==> src/rtl/gate_unit_scheduler.sv <==
// rtl/gate_unit_scheduler.sv - round-robin scheduler sharing one mux-based NAND/NOR unit
// AND/OR are two passes: NAND/NOR first, then the same unit self-inverts the result.
module gate_unit_scheduler #(
  parameter int NREQ = 4,
  parameter int W    = 8,
  parameter int IDW  = $clog2(NREQ)
) (
  input  logic              clk,
  input  logic              rst_n,
  input  logic [NREQ-1:0]   req_valid,
  output logic [NREQ-1:0]   req_ready,
  input  logic [NREQ*W-1:0] req_a,
  input  logic [NREQ*W-1:0] req_b,
  input  logic [NREQ*2-1:0] req_op,
  output logic              rsp_valid,
  input  logic              rsp_ready,
  output logic [IDW-1:0]    rsp_id,
  output logic [W-1:0]      rsp_data,
  output logic              busy
);

  typedef enum logic [1:0] {IDLE, PASS1, PASS2, RESP} state_t;

  state_t         state, state_nxt;
  logic [IDW-1:0] ptr, id_q, grant_id, cand;
  logic           grant_any;
  logic [W-1:0]   a_q, b_q, tmp, data_q;
  logic [1:0]     op_q;
  logic [W-1:0]   unit_x, unit_y, unit_out;
  logic           unit_m;

  // Search starts one past the last grant so every requester gets a turn.
  always_comb begin
    grant_any = 1'b0;
    grant_id  = '0;
    cand      = '0;
    for (int k = 1; k <= NREQ; k++) begin
      cand = IDW'((int'(ptr) + k) % NREQ);
      if (!grant_any && req_valid[cand]) begin
        grant_any = 1'b1;
        grant_id  = cand;
      end
    end
  end

  // The single shared gate unit; PASS2 feeds tmp to both inputs to invert it.
  always_comb begin
    unit_x = (state == PASS2) ? tmp : a_q;
    unit_y = (state == PASS2) ? tmp : b_q;
    unit_m = op_q[0];
    for (int i = 0; i < W; i++) begin
      unit_out[i] = unit_x[i] ? (unit_m ? 1'b0 : ~unit_y[i])
                              : (unit_m ? ~unit_y[i] : 1'b1);
    end
  end

  always_comb begin
    state_nxt = state;
    req_ready = '0;
    case (state)
      IDLE: begin
        if (grant_any) begin
          req_ready[grant_id] = rst_n;
          state_nxt           = PASS1;
        end
      end
      PASS1:   state_nxt = op_q[1] ? PASS2 : RESP;
      PASS2:   state_nxt = RESP;
      RESP:    if (rsp_ready) state_nxt = IDLE;
      default: state_nxt = IDLE;
    endcase
  end

  always_ff @(posedge clk or negedge rst_n) begin
    if (!rst_n) begin
      state  <= IDLE;
      ptr    <= IDW'(NREQ - 1);
      id_q   <= '0;
      a_q    <= '0;
      b_q    <= '0;
      op_q   <= '0;
      tmp    <= '0;
      data_q <= '0;
    end else begin
      state <= state_nxt;
      case (state)
        IDLE: begin
          if (grant_any) begin
            ptr  <= grant_id;
            id_q <= grant_id;
            a_q  <= req_a[int'(grant_id)*W +: W];
            b_q  <= req_b[int'(grant_id)*W +: W];
            op_q <= req_op[int'(grant_id)*2 +: 2];
          end
        end
        PASS1: begin
          tmp <= unit_out;
          if (!op_q[1]) data_q <= unit_out;
        end
        PASS2:   data_q <= unit_out;
        default: ;
      endcase
    end
  end

  assign rsp_valid = (state == RESP);
  assign busy      = (state != IDLE);
  assign rsp_data  = data_q;
  assign rsp_id    = id_q;

endmodule

==> config.mk <==
export PLATFORM = sky130hd
export DESIGN_NAME = gate_unit_scheduler
export DESIGN_NICKNAME = d
export VERILOG_FILES = /design/src/rtl/gate_unit_scheduler.sv
export SDC_FILE = /design/constraint.sdc
export NUM_CORES = 1
export LEC_CHECK = 0
export BUFFER_PORTS_ARGS = -buffer_cell sky130_fd_sc_hd__buf_4
export CAP_MARGIN = 0
export CORE_MARGIN = 2
export CORE_UTILIZATION = 40
export CTS_BUF_LIST = sky130_fd_sc_hd__clkbuf_4 sky130_fd_sc_hd__clkbuf_8
export CTS_CLUSTER_SIZE = 14
export DETAILED_ROUTE_END_ITERATION = 8
export PLACE_DENSITY = 0.67
export REMOVE_ABC_BUFFERS = 1
export SLEW_MARGIN = 25
export SYNTH_ARGS = -nofsm -noshare
export SYNTH_HDL_FRONTEND = slang
export SYNTH_SLANG_ARGS = --single-unit
==> constraint.sdc <==
create_clock -name clk -period 3.25 [get_ports clk]
set_input_delay 0.65 -clock clk [delete_from_list [all_inputs] [get_ports clk]]
set_output_delay 0.65 -clock clk [all_outputs]
set_load 0.01 [all_outputs]
# ---- Word level (Yosys, flattened, before mapping)
# Cells that the tools add are included.
dict set report word_totals {
  reg_bits 40
  inputBits 79
  out_inout_bits 16
  elab_cells 101
}
dict set report op_classes {
  addsub 4
  n_lt_le_gt_ge 6
  n_eq_ne 6
  shift 3
  muxes 52
  bitwise_logic 9
  n_reduce_logical 13
}
# op n
set ops {}
lappend ops {{$shiftx A32 B6 Y8} 2}
lappend ops {{$mux W1} 34}
lappend ops {{$mux W8} 3}
lappend ops {{$pmux W8 S2} 1}
lappend ops {{$lt A2 B3 Y1 const B} 5}
lappend ops {{$mux W2} 6}
lappend ops {{$bmux W1 S2} 4}
lappend ops {{$mux W4} 2}
lappend ops {{$not A1 Y1} 8}
lappend ops {{$pmux W2 S4} 1}
lappend ops {{$shiftx A8 B4 Y2} 1}
lappend ops {{$reduce_and A2 Y1} 3}
lappend ops {{$add A2 B1 Y2 const B} 2}
lappend ops {{$add A2 B2 Y2 const B} 2}
lappend ops {{$and A4 B4 Y4} 1}
lappend ops {{$eq A2 B2 Y1 const B} 2}
lappend ops {{$logic_and A1 B1 Y1} 4}
lappend ops {{$ne A2 B2 Y1 const B} 2}
lappend ops {{$reduce_bool A2 Y1} 2}
lappend ops {{$logic_not A1 Y1} 3}
lappend ops {{$demux W1 S2} 1}
lappend ops {{$eq A2 B1 Y1 const B} 1}
lappend ops {{$ge A2 B1 Y1 const B} 1}
lappend ops {{$logic_not A2 Y1} 1}
lappend ops {{$ne A2 B1 Y1 const B} 1}

# ---- Longest topological paths before layout
# Gate-level depths: netlist of the first run.
dict set report depth {
  word_depth 20
  depth_mapped 8
  ltp_nobuf 6
}

# ---- Worst setup path after synthesis of the first run
# OpenSTA, ideal clock, no wires.
dict set report synth_path {
  kind {input -> output}
  startpoint {input port req_valid[3]}
  endpoint {output port req_ready[0]}
  arrival_ps 1609
  required_time_ps 2600
  setup_slack_ps 991
  stages 5
  n_path_buf 1
  cell_sequence {or2_1 a21oi_1 a21o_1 buf_2 and3_1}
}
dict set report synth_via {
  elab_chain_len 19
  word_cells_on_any_way 30
}
# item line
set synth_lines {}
lappend synth_lines {{start: declaration} 10} ;# input logic [NREQ-1:0] req_valid,
lappend synth_lines {{$bmux W1 S2} 39} ;# if (!grant_any && req_valid[cand]) begin
lappend synth_lines {{$mux W1 (implied by the code)} 39}
lappend synth_lines {{$mux W1} 39}
lappend synth_lines {{$logic_not A1 Y1} 39}
lappend synth_lines {{$logic_and A1 B1 Y1} 39}
lappend synth_lines {{$mux W1} 39}
lappend synth_lines {{$logic_not A1 Y1} 39}
lappend synth_lines {{$logic_and A1 B1 Y1} 39}
lappend synth_lines {{[3 not listed]} -}
lappend synth_lines {{$mux W2} 39}
lappend synth_lines {{$lt A2 B3 Y1 (implied by the code) or $ge A2 B1 Y1 (tied branches)} 63} ;# req_ready[grant_id] = rst_n;
lappend synth_lines {{$logic_and A1 B1 Y1 (implied by the code)} 63}
lappend synth_lines {{$mux W1 (implied by the code)} 63}
lappend synth_lines {{$demux W1 S2} 63}
lappend synth_lines {{$and A4 B4 Y4 (no source line)} -}
lappend synth_lines {{$mux W4 *} 62} ;# if (grant_any) begin
lappend synth_lines {{$mux W4 *} 60} ;# case (state)
lappend synth_lines {{end: declaration} 11} ;# output logic [NREQ-1:0] req_ready,
# Mark *: on every way between the ends. The rest lies on a longest branch, timed or not. The select of a mux whose other input is x is not followed.

# ---- Worst setup path in the final report of the first run
dict set report layout_path {
  startpoint {register state[1]}
  endpoint {output port req_ready[1]}
}
dict set report layout_via {
  elab_chain_len 2
}
# item line
set layout_lines {}
lappend layout_lines {{start: declaration} 24} ;# state_t state, state_nxt;
lappend layout_lines {{start signal: assignment} 85} ;# state <= state_nxt;
lappend layout_lines {{$logic_not A2 Y1} 60}
lappend layout_lines {{$mux W4} 60}
# Every way passes these cells.

==> out/results.ini, run 1 <==
[cts]
clkLatencyLatePin_ns=0.30
post_cts_buffers=0
cts-root-buf=clkbuf_8
hold_buffers=0
cts.sinks=40
cts_max_level=2
cts_tree=built
numCtsBuffers=5
cts_buffer_depth=2
clk_pin_slew_ns=0.07
ctsResizeCount=0

[setup_path]
slowest_delay_ns=0.43
path_common_cell=inv_1
r2r_slack_ns=1.10
cpMaxStageDelayCell=dfrtp_1
endpoint_kind=primary output
worstSetupPathType=reg2out
worstPathCellList=inv_1 -> ha_1 -> inv_1 -> a21oi_2 -> and3_1 -> buf_4
arrival_ns=2.01
path_max_fanout=10
cp.required_ns=2.60
cp-start-kind=register

[detailed_routing]
drt_iter0_markers=89
drtAntennaViolNets=0
via_per_inst=5.48
drt_wl_total_um=6520
via_count=2331
drc=0
drtPass1Iterations=4
wire_per_inst_um=15.3

[floorplan]
coreArea_um2=5990
die-area_um2=6900
dieWidth_um=83.1
io_pins=95
start_util_pct=41.7
die_height_um=83.1
rows=28

[sta]
fin_crit_sh_pct=81.9
fin_skew_ns=0.00418
drv_slew=0
setup_tns_ns=0
maxSlewHeadroom_pct=59.0
rsz0062_at_grt=no
worst_pin_slew_ns=0.615
min_period_ns=2.66
fmax_ghz=0.376
hold_viol_final=0
setup_viol=0

[synthesis]
syn_area_um2=2500
syn_avg_cell_area_um2=9.43
yosys_warnings=0
synthCells=265
synth.distinct_cells=37
ys_ff_latch=40
seq_area_frac_synth_pct=40.1

[final_layout]
n_antenna_cell=0
mostFrequentLayoutCells=buf_4 (98), dfrtp_1 (38), nor2_1 (36), a21oi_1 (25), mux2_2 (23)
design_area_um2=3300
layout_commonest_cell=buf_4
syn_to_final_growth_pct=32.2
final_cell_count_no_fill=425
nets=433
drive_above_1_share_pct=41.7

[placed_design]
place_congestion=0.900
io_buffers=94
dp_hpwl_um=4930
dp.cells=418
place_area_um2=3210

[power_and_ir_drop]
power.density_nw_per_um2=896
p_leak_nw=1.49
peakVddDrop_uv=393

[grt]
antenna_found_initial=0
grt_pass1_wl_um=10700
grt_pass1_vias=2262
grt.total_usage_pct=19.0
grt_max_degree=34
grt_overflow_total=0

[run]
maxCapViolations=0

[outcome]
status=completed

[min_path]
hold_class=in2async

[cell families after synthesis]
family / Yosys count / synth area share (%)
multiplexers: 23 / 10.4
flip-flops: 40 / 40.1
adder cells (fa/ha/maj): 4 / 2.00
buffers and inverters: 26 / 5.76
AO/OA/AOI/OAI: 75 / 22.7
AND/OR/NAND/NOR: 97 / 19.0
[sequential cells by signal, indices dropped and copies added, names as in the netlist]
name	flops
state	2
ptr	2
rsp_id	2
rsp_data	8
tmp	8
a_q	8
b_q	8
op_q	2
[critical path: cells and delay by family, from the launching register on]
family	cells	cell delay (ns)
adder cells (fa/ha/maj)	1	0.30
buffers and inverters	3	0.34
flip-flops	1	0.43
AO/OA/AOI/OAI	1	0.40
AND/OR/NAND/NOR	1	0.24
[per-stage QoR]
stage                     worst slack [ns]  hold slack (ns)  utilization [%]  power (mW)
final                                0.587            0.208             55.2        2.96
after global routing                 0.451            0.213             55.2        3.20
after CTS                            0.579            0.210             55.2        2.97
after detailed placement             0.798            0.478             53.6        2.62
after global placement               0.826            0.469             53.6        2.56
after floorplan                      0.860            0.354                -        2.07
[metal layers]
| layer | wire [µm] | track usage (%) | part of all wire (%) | vias to the layer above |
|---|---|---|---|---|
| met5 | 0 | 0 | 0 | - |
| met4 | 119 | 6.86 | 1.8 | 0 |
| met3 | 386 | 3.68 | 5.9 | 9 |
| met2 | 3120 | 30.9 | 48 | 73 |
| met1 | 2890 | 25.1 | 44 | 1105 |
| li1 | - | - | - | 1144 |
[synthesized netlist by cell type]
| library cell | instances | area [µm²] |
|---|---|---|
| dfrtp_1 | 38 | 951 |
| nor2_1 | 36 | 135 |
| a21oi_1 | 25 | 125 |
| mux2_2 | 23 | 259 |
| nand2_1 | 16 | 60.1 |
| a31oi_1 | 13 | 81.3 |
| nand3_1 | 13 | 65.1 |
| nand3b_1 | 12 | 90.1 |
| a221oi_1 | 9 | 78.8 |
| a221oi_2 | 8 | 120 |
| nor3_1 | 8 | 40.0 |
| buf_2 | 7 | 35.0 |
| clkbuf_1 | 7 | 26.3 |
| inv_1 | 5 | 18.8 |
| and3_1 | 4 | 25.0 |
| buf_6 | 4 | 45.0 |
| ha_1 | 4 | 50.1 |
| o21ai_0 | 4 | 20.0 |
| o21ai_1 | 4 | 20.0 |
| nor2b_1 | 3 | 18.8 |
| a21o_1 | 2 | 15.0 |
| buf_4 | 2 | 15.0 |
| dfstp_2 | 2 | 52.6 |
| o211a_1 | 2 | 20.0 |
| o31ai_1 | 2 | 15.0 |
| a21oi_2 | 1 | 8.76 |
| a32oi_1 | 1 | 8.76 |
| inv_2 | 1 | 3.75 |
| nand2_2 | 1 | 6.26 |
| nor2_2 | 1 | 6.26 |
| nor2b_4 | 1 | 13.8 |
| o211ai_2 | 1 | 12.5 |
| o311a_1 | 1 | 10.0 |
| o311a_2 | 1 | 11.3 |
| o311a_4 | 1 | 21.3 |
| or2_1 | 1 | 6.26 |
| or3b_1 | 1 | 8.76 |
[area by class of cell]
cell class	instances	area, µm²
tap	75	93.8
timing repair buffer	98	736
fill	555	2690
multi-input combinational	199	1350
clock buffer	7	96.3
inverter	6	22.5
sequential	40	1000
[final timing paths]
check	endpoint	cells after the start	from
setup / recovery	req_ready[1]	6	state[1]$_DFFE_PN0P_
hold reg to reg	rsp_id[1]$_DFFE_PN0P_	2	rsp_id[1]$_DFFE_PN0P_
setup reg to reg	a_q[2]$_DFFE_PN0P_	5	ptr[0]$_DFFE_PN1P_
max in group asynchronous	ptr[1]$_DFFE_PN1P_	2	rst_n
min in group clk	rsp_id[1]$_DFFE_PN0P_	2	rsp_id[1]$_DFFE_PN0P_
hold / removal	state[1]$_DFFE_PN0P_	1	rst_n
[where the power goes]
part	internal, mW	switching (mW)	leakage (nW)
sequential	0.777	0.201	0.457
clock	0.189	0.169	0.0503
combinational	0.773	0.851	0.985
total	1.74	1.22	1.49
Note: power is estimated with default switching activity, not from simulation.
==> inputs of run 2 (changes only) <==
PLACE_DENSITY = 0.7   (was 0.67)
clock period = 2.2 ns   (was 3.25 ns; I/O delays follow)
==> run 2 against run 1 <==
  * Core utilization is 2.0 points higher
  * Die area is the same
  * Routed wire length grew 4.7%
  * Global-route usage rose by 1.5 points
  * Sequential share of layout area fell by 1.1 points
  * Register-to-register slack lost 0.85 ns
  * Count of clock-buffer cells in the layout down 2
  * Clock power grew 71%
  * Non-clock buffer count grew 9
  * Largest cell class unchanged
  * Highest routed layer unchanged
==> out/results.ini, run 2 (synthesis results as in run 1) <==
[final_layout]
syn_to_final_growth_pct=37.0
fillCellCount=575
utilization_pct=57.2
mostFrequentLayoutCells=buf_4 (105), dfrtp_1 (38), nor2_1 (36), a21oi_1 (25), mux2_2 (23)
drive_above_1_share_pct=43.6
nets=442
multi_input_area_um2=1370
layout_commonest_cell=buf_4
n_antenna_cell=0
regArea_um2=1000
design_area_um2=3430

[sta]
fmax_ghz=0.465
worst_pin_slew_ns=0.563
hold_viol_final=0
rsz0062_at_grt=no
setup_tns_ns=0
hold-worst-slack_ns=0.415
fin_skew_ns=0.00563
fin_crit_sh_pct=97.7
maxSlewHeadroom_pct=62.4
setup_viol=0
min_period_ns=2.15
drv_slew=0

[power_and_ir_drop]
switchingPower_mw=1.87
peakVddDrop_uv=527
combPwrFrac_pct=55.5
p_clk_share_pct=13.3
p_int_mw=2.74
finalPower_mw=4.61
p_sw_share_pct=40.6
p_seq_share_pct=31.3
p_leak_nw=1.55
power.density_nw_per_um2=1350

[grt]
grt.total_usage_pct=20.5
grt_pass1_wl_um=11900
grt_max_degree=40
antenna_found_initial=0
grt_pass1_vias=2623
grt_overflow_total=0

[floorplan]
die_height_um=83.1
coreArea_um2=5990
dieWidth_um=83.1
io_pins=95
die-area_um2=6900
start_util_pct=41.7
rows=28

[cts]
cts_buffer_depth=2
cts.sinks=40
numCtsBuffers=5
cts_max_level=2
cts_tree=built
cts-root-buf=clkbuf_8
clk_pin_slew_ns=0.08
clkLatencyLatePin_ns=0.29

[placed_design]
io_buffers=94
dp_hpwl_um=5050
place_area_um2=3250
place_congestion=0.886

[setup_path]
crit_start=ptr[1]$_DFFE_PN1P_
worstSetupPathType=reg2out
worstPathCellList=buf_12 -> nor2_1 -> o311a_4 -> and3_1 -> buf_4
cp_top_family=flip-flops
endpoint_kind=primary output
r2r_slack_ns=0.25
r2r_end=a_q[6]$_DFFE_PN0P_
reg2regPathDepth=6
path_max_fanout=6
crit_buf_inv=2
slowest_delay_ns=0.58
cp-start-kind=register
worstReg2RegStart=ptr[1]$_DFFE_PN1P_
arrival_ns=1.71
cpMaxStageDelayCell=dfstp_2
cp.required_ns=1.76

[min_path]
min-delay-start=req_b[22]
min_to=b_q[6]$_DFFE_PN0P_
min_path_cells=3
hold_class=in2reg

[detailed_routing]
drt_wl_total_um=6820
wire_per_inst_um=15.7
via_per_inst=5.58
drtPass1Iterations=4
drc=0
drt_iter0_markers=81
drtAntennaViolNets=0
via_count=2426

[outcome]
status=completed

[run]
maxCapViolations=0

run 2: worst max path at each step:
| stage | end | slack [ns] | depth (start not counted) |
|---|---|---|---|
| final | req_ready[1] | 0.05 | 5 |
| after CTS | req_ready[0] | 0.02 | 6 |
| after global routing | req_ready[1] | 0.002 | 5 |
| after detailed placement | req_ready[0] | 0.26 | 6 |
| after floorplan | req_ready[0] | 0.02 | 5 |
| after global placement | req_ready[3] | 0.28 | 6 |
run 2: cell type report:
class                      count  area share (%)
tap                           75            2.74
clock buffer                   5            2.01
sequential                    40            29.3
inverter                       6           0.657
clock inverter                 3            1.35
multi-input combinational    199            40.1
timing repair buffer         107            23.9
run 2: per-stage QoR:
step / cells / setup slack (ns)
2_1_floorplan: 245 / 0.0205
3_3_place_gp: 423 / 0.282
3_5_place_dp: 423 / 0.256
4_1_cts: 433 / 0.0159
5_1_grt: 435 / 0.00208
6_report: 435 / 0.0511
run 2: metal layers:
metal  global-route usage [%]  wire, µm  up-vias  part of all wire (%)
li1                         -         -     1163                     -
met5                        0         0        -                     0
met3                     4.67       370       20                   5.4
met4                     7.30       178        0                   2.6
met2                     34.9      3420       92                    50
met1                     25.3      2850     1151                    42
run 2: tightest hold or removal path: stages:
cell and delay [ns]:
buf_4 0.11, nand3_1 0.05, a31oi_1 0.07
run 2: power groups by stage:
stage	Clock, mW	Sequential (mW)	Combinational [mW]
after CTS	0.629	1.46	2.49
after global placement	0	1.45	2.38
after floorplan	0	1.43	1.62
after global routing	0.657	1.51	2.88
final	0.612	1.44	2.56
after detailed placement	0	1.48	2.46
run 2: repair_timing:
item                                    CTS  global route
endpoints found under the setup margin    4             4
resized for setup                         2             5
setup buffers                             1             2
endpoints found under the hold margin     1             0
hold buffers                              1             0
pin swaps                                 1             1
cloned                                    0             0
==> inputs of run 3 (changes only) <==
clock period = 1.9 ns   (was 2.2 ns; I/O delays follow)
==> run 3 against run 2 <==
  * The run now ends with setup timing left
  * Non-clock buffer count increased by 13
  * Count of clock-buffer cells in the layout did not move
  * First-iteration DRC count is 7.4% higher
  * Clock power rose by 17%
  * Largest power group unchanged
  * Register-to-register slack lost 0.25 ns
  * Final area up 6.9%
  * Global-route usage down 0.20 points
==> out/results.ini, run 3 (synthesis results as in run 1) <==
[setup_path]
worstSetupPathType=reg2out
cp.required_ns=1.52
worstPathCellList=nor2_1 -> o311a_1 -> and3_1 -> buf_4
crit_buf_inv=1
slowest_delay_ns=0.64
cp_top_family=flip-flops
crit_cells=4
reg2regPathDepth=7
crit_start=ptr[0]$_DFFE_PN1P_
arrival_ns=1.65
r2r_end=a_q[2]$_DFFE_PN0P_
cpMaxStageDelayCell=dfstp_2
path_max_fanout=7
r2r_slack_ns=0
cp-start-kind=register
worstReg2RegStart=ptr[0]$_DFFE_PN1P_
endpoint_kind=primary output

[grt]
grt.total_usage_pct=20.3
grt_pass1_vias=2483
antenna_found_initial=0
grt_overflow_total=0
grt_pass1_wl_um=11500
grt_max_degree=40

[final_layout]
drive_above_1_share_pct=48.5
nets=455
multi_input_area_um2=1470
mostFrequentLayoutCells=buf_4 (113), dfrtp_1 (38), nor2_1 (35), a21oi_1 (24), mux2_2 (23)
final_cell_count_no_fill=448
fillCellCount=510
n_antenna_cell=0
layout_commonest_cell=buf_4
utilization_pct=61.2
syn_to_final_growth_pct=46.5
regArea_um2=1000

[power_and_ir_drop]
finalPower_mw=5.67
p_seq_share_pct=29.2
power.density_nw_per_um2=1550
p_clk_share_pct=12.6
p_sw_share_pct=40.1
p_int_mw=3.40
switchingPower_mw=2.27
combPwrFrac_pct=58.2
p_leak_nw=1.64
peakVddDrop_uv=719

[detailed_routing]
drtPass1Iterations=4
drt_wl_total_um=6830
via_count=2469
via_per_inst=5.51
wire_per_inst_um=15.3
drc=0
drt_iter0_markers=87
drtAntennaViolNets=0

[min_path]
min-delay-start=req_b[19]
min_path_cells=3
hold_class=in2reg
min_to=b_q[3]$_DFFE_PN0P_

[cts]
cts_tree=built
cts.sinks=40
numCtsBuffers=5
clkLatencyLatePin_ns=0.30
cts-root-buf=clkbuf_8
cts_max_level=2
cts_buffer_depth=2
clk_pin_slew_ns=0.09

[floorplan]
die_height_um=83.1
coreArea_um2=5990
io_pins=95
start_util_pct=41.7
die-area_um2=6900
rows=28
dieWidth_um=83.1

[sta]
rsz0062_at_grt=yes
min_period_ns=2.03
drv_slew=0
worst_pin_slew_ns=0.579
fin_skew_ns=0.0120
setup_tns_ns=-0.437
setup_ws_ns=-0.127
fmax_ghz=0.493
maxSlewHeadroom_pct=61.3
setup_viol=5
hold_viol_final=0
hold-worst-slack_ns=0.341
fin_crit_sh_pct=107

[run]
maxCapViolations=0

[placed_design]
dp_hpwl_um=4820
place_congestion=0.942
dp.cells=425
io_buffers=94

[outcome]
status=finished with violations
violations=setup timing

==> run 3: what timing repair did <==
item,in CTS,in global routing
setup buffers,14,4
resized for setup,18,12
setup endpoints to repair,4,22
pin swaps,8,11
hold buffers,1,0
hold endpoints to repair,1,0
==> run 3: tightest hold or removal path, delay by kind of cell <==
family	cells	cell delay, ns
and+or+nand+nor	1	0.05
AOI/OAI and AO/OA	1	0.07
buffers and inverters	1	0.11
==> run 3: per-stage QoR <==
step                cell area, µm²  setup slack [ns]
finish                        3660            -0.127
global route                  3660            -0.164
CTS                           3600            -0.116
detailed placement            3290            0.0486
global placement              3290            0.0921
floorplan                     2380            -0.220
==> run 3: final cells by class <==
cell class / instances / share of cell area [%]
clock buffers: 5 / 1.88
multi-input cells: 199 / 40.2
clock inverters: 3 / 1.30
flip-flops and latches: 40 / 27.4
repair buffers: 120 / 26.0
inverters: 6 / 0.683
well taps: 75 / 2.56
==> run 3: power groups by stage <==
stage / sequential (mW) / clock (mW) / combinational (mW)
2_1_floorplan: 1.66 / 0 / 1.88
3_3_place_gp: 1.67 / 0 / 2.82
3_5_place_dp: 1.69 / 0 / 2.88
4_1_cts: 1.65 / 0.733 / 3.18
5_1_grt: 1.73 / 0.768 / 3.64
6_report: 1.65 / 0.716 / 3.30
==> run 3: worst max path at each step <==
stage | end | slack (ns)
after floorplan | req_ready[0] | -0.22
after global placement | req_ready[3] | 0.09
after detailed placement | a_q[2]$_DFFE_PN0P_ | 0.05
after CTS | req_ready[3] | -0.12
after global routing | req_ready[3] | -0.16
final | req_ready[3] | -0.13
==> run 3: routing by layer <==
metal / global-route usage [%] / wire length, µm
met1: 26.2 / 2940
met2: 33.9 / 3380
met3: 4.08 / 358
met4: 6.56 / 155
met5: 0 / 0
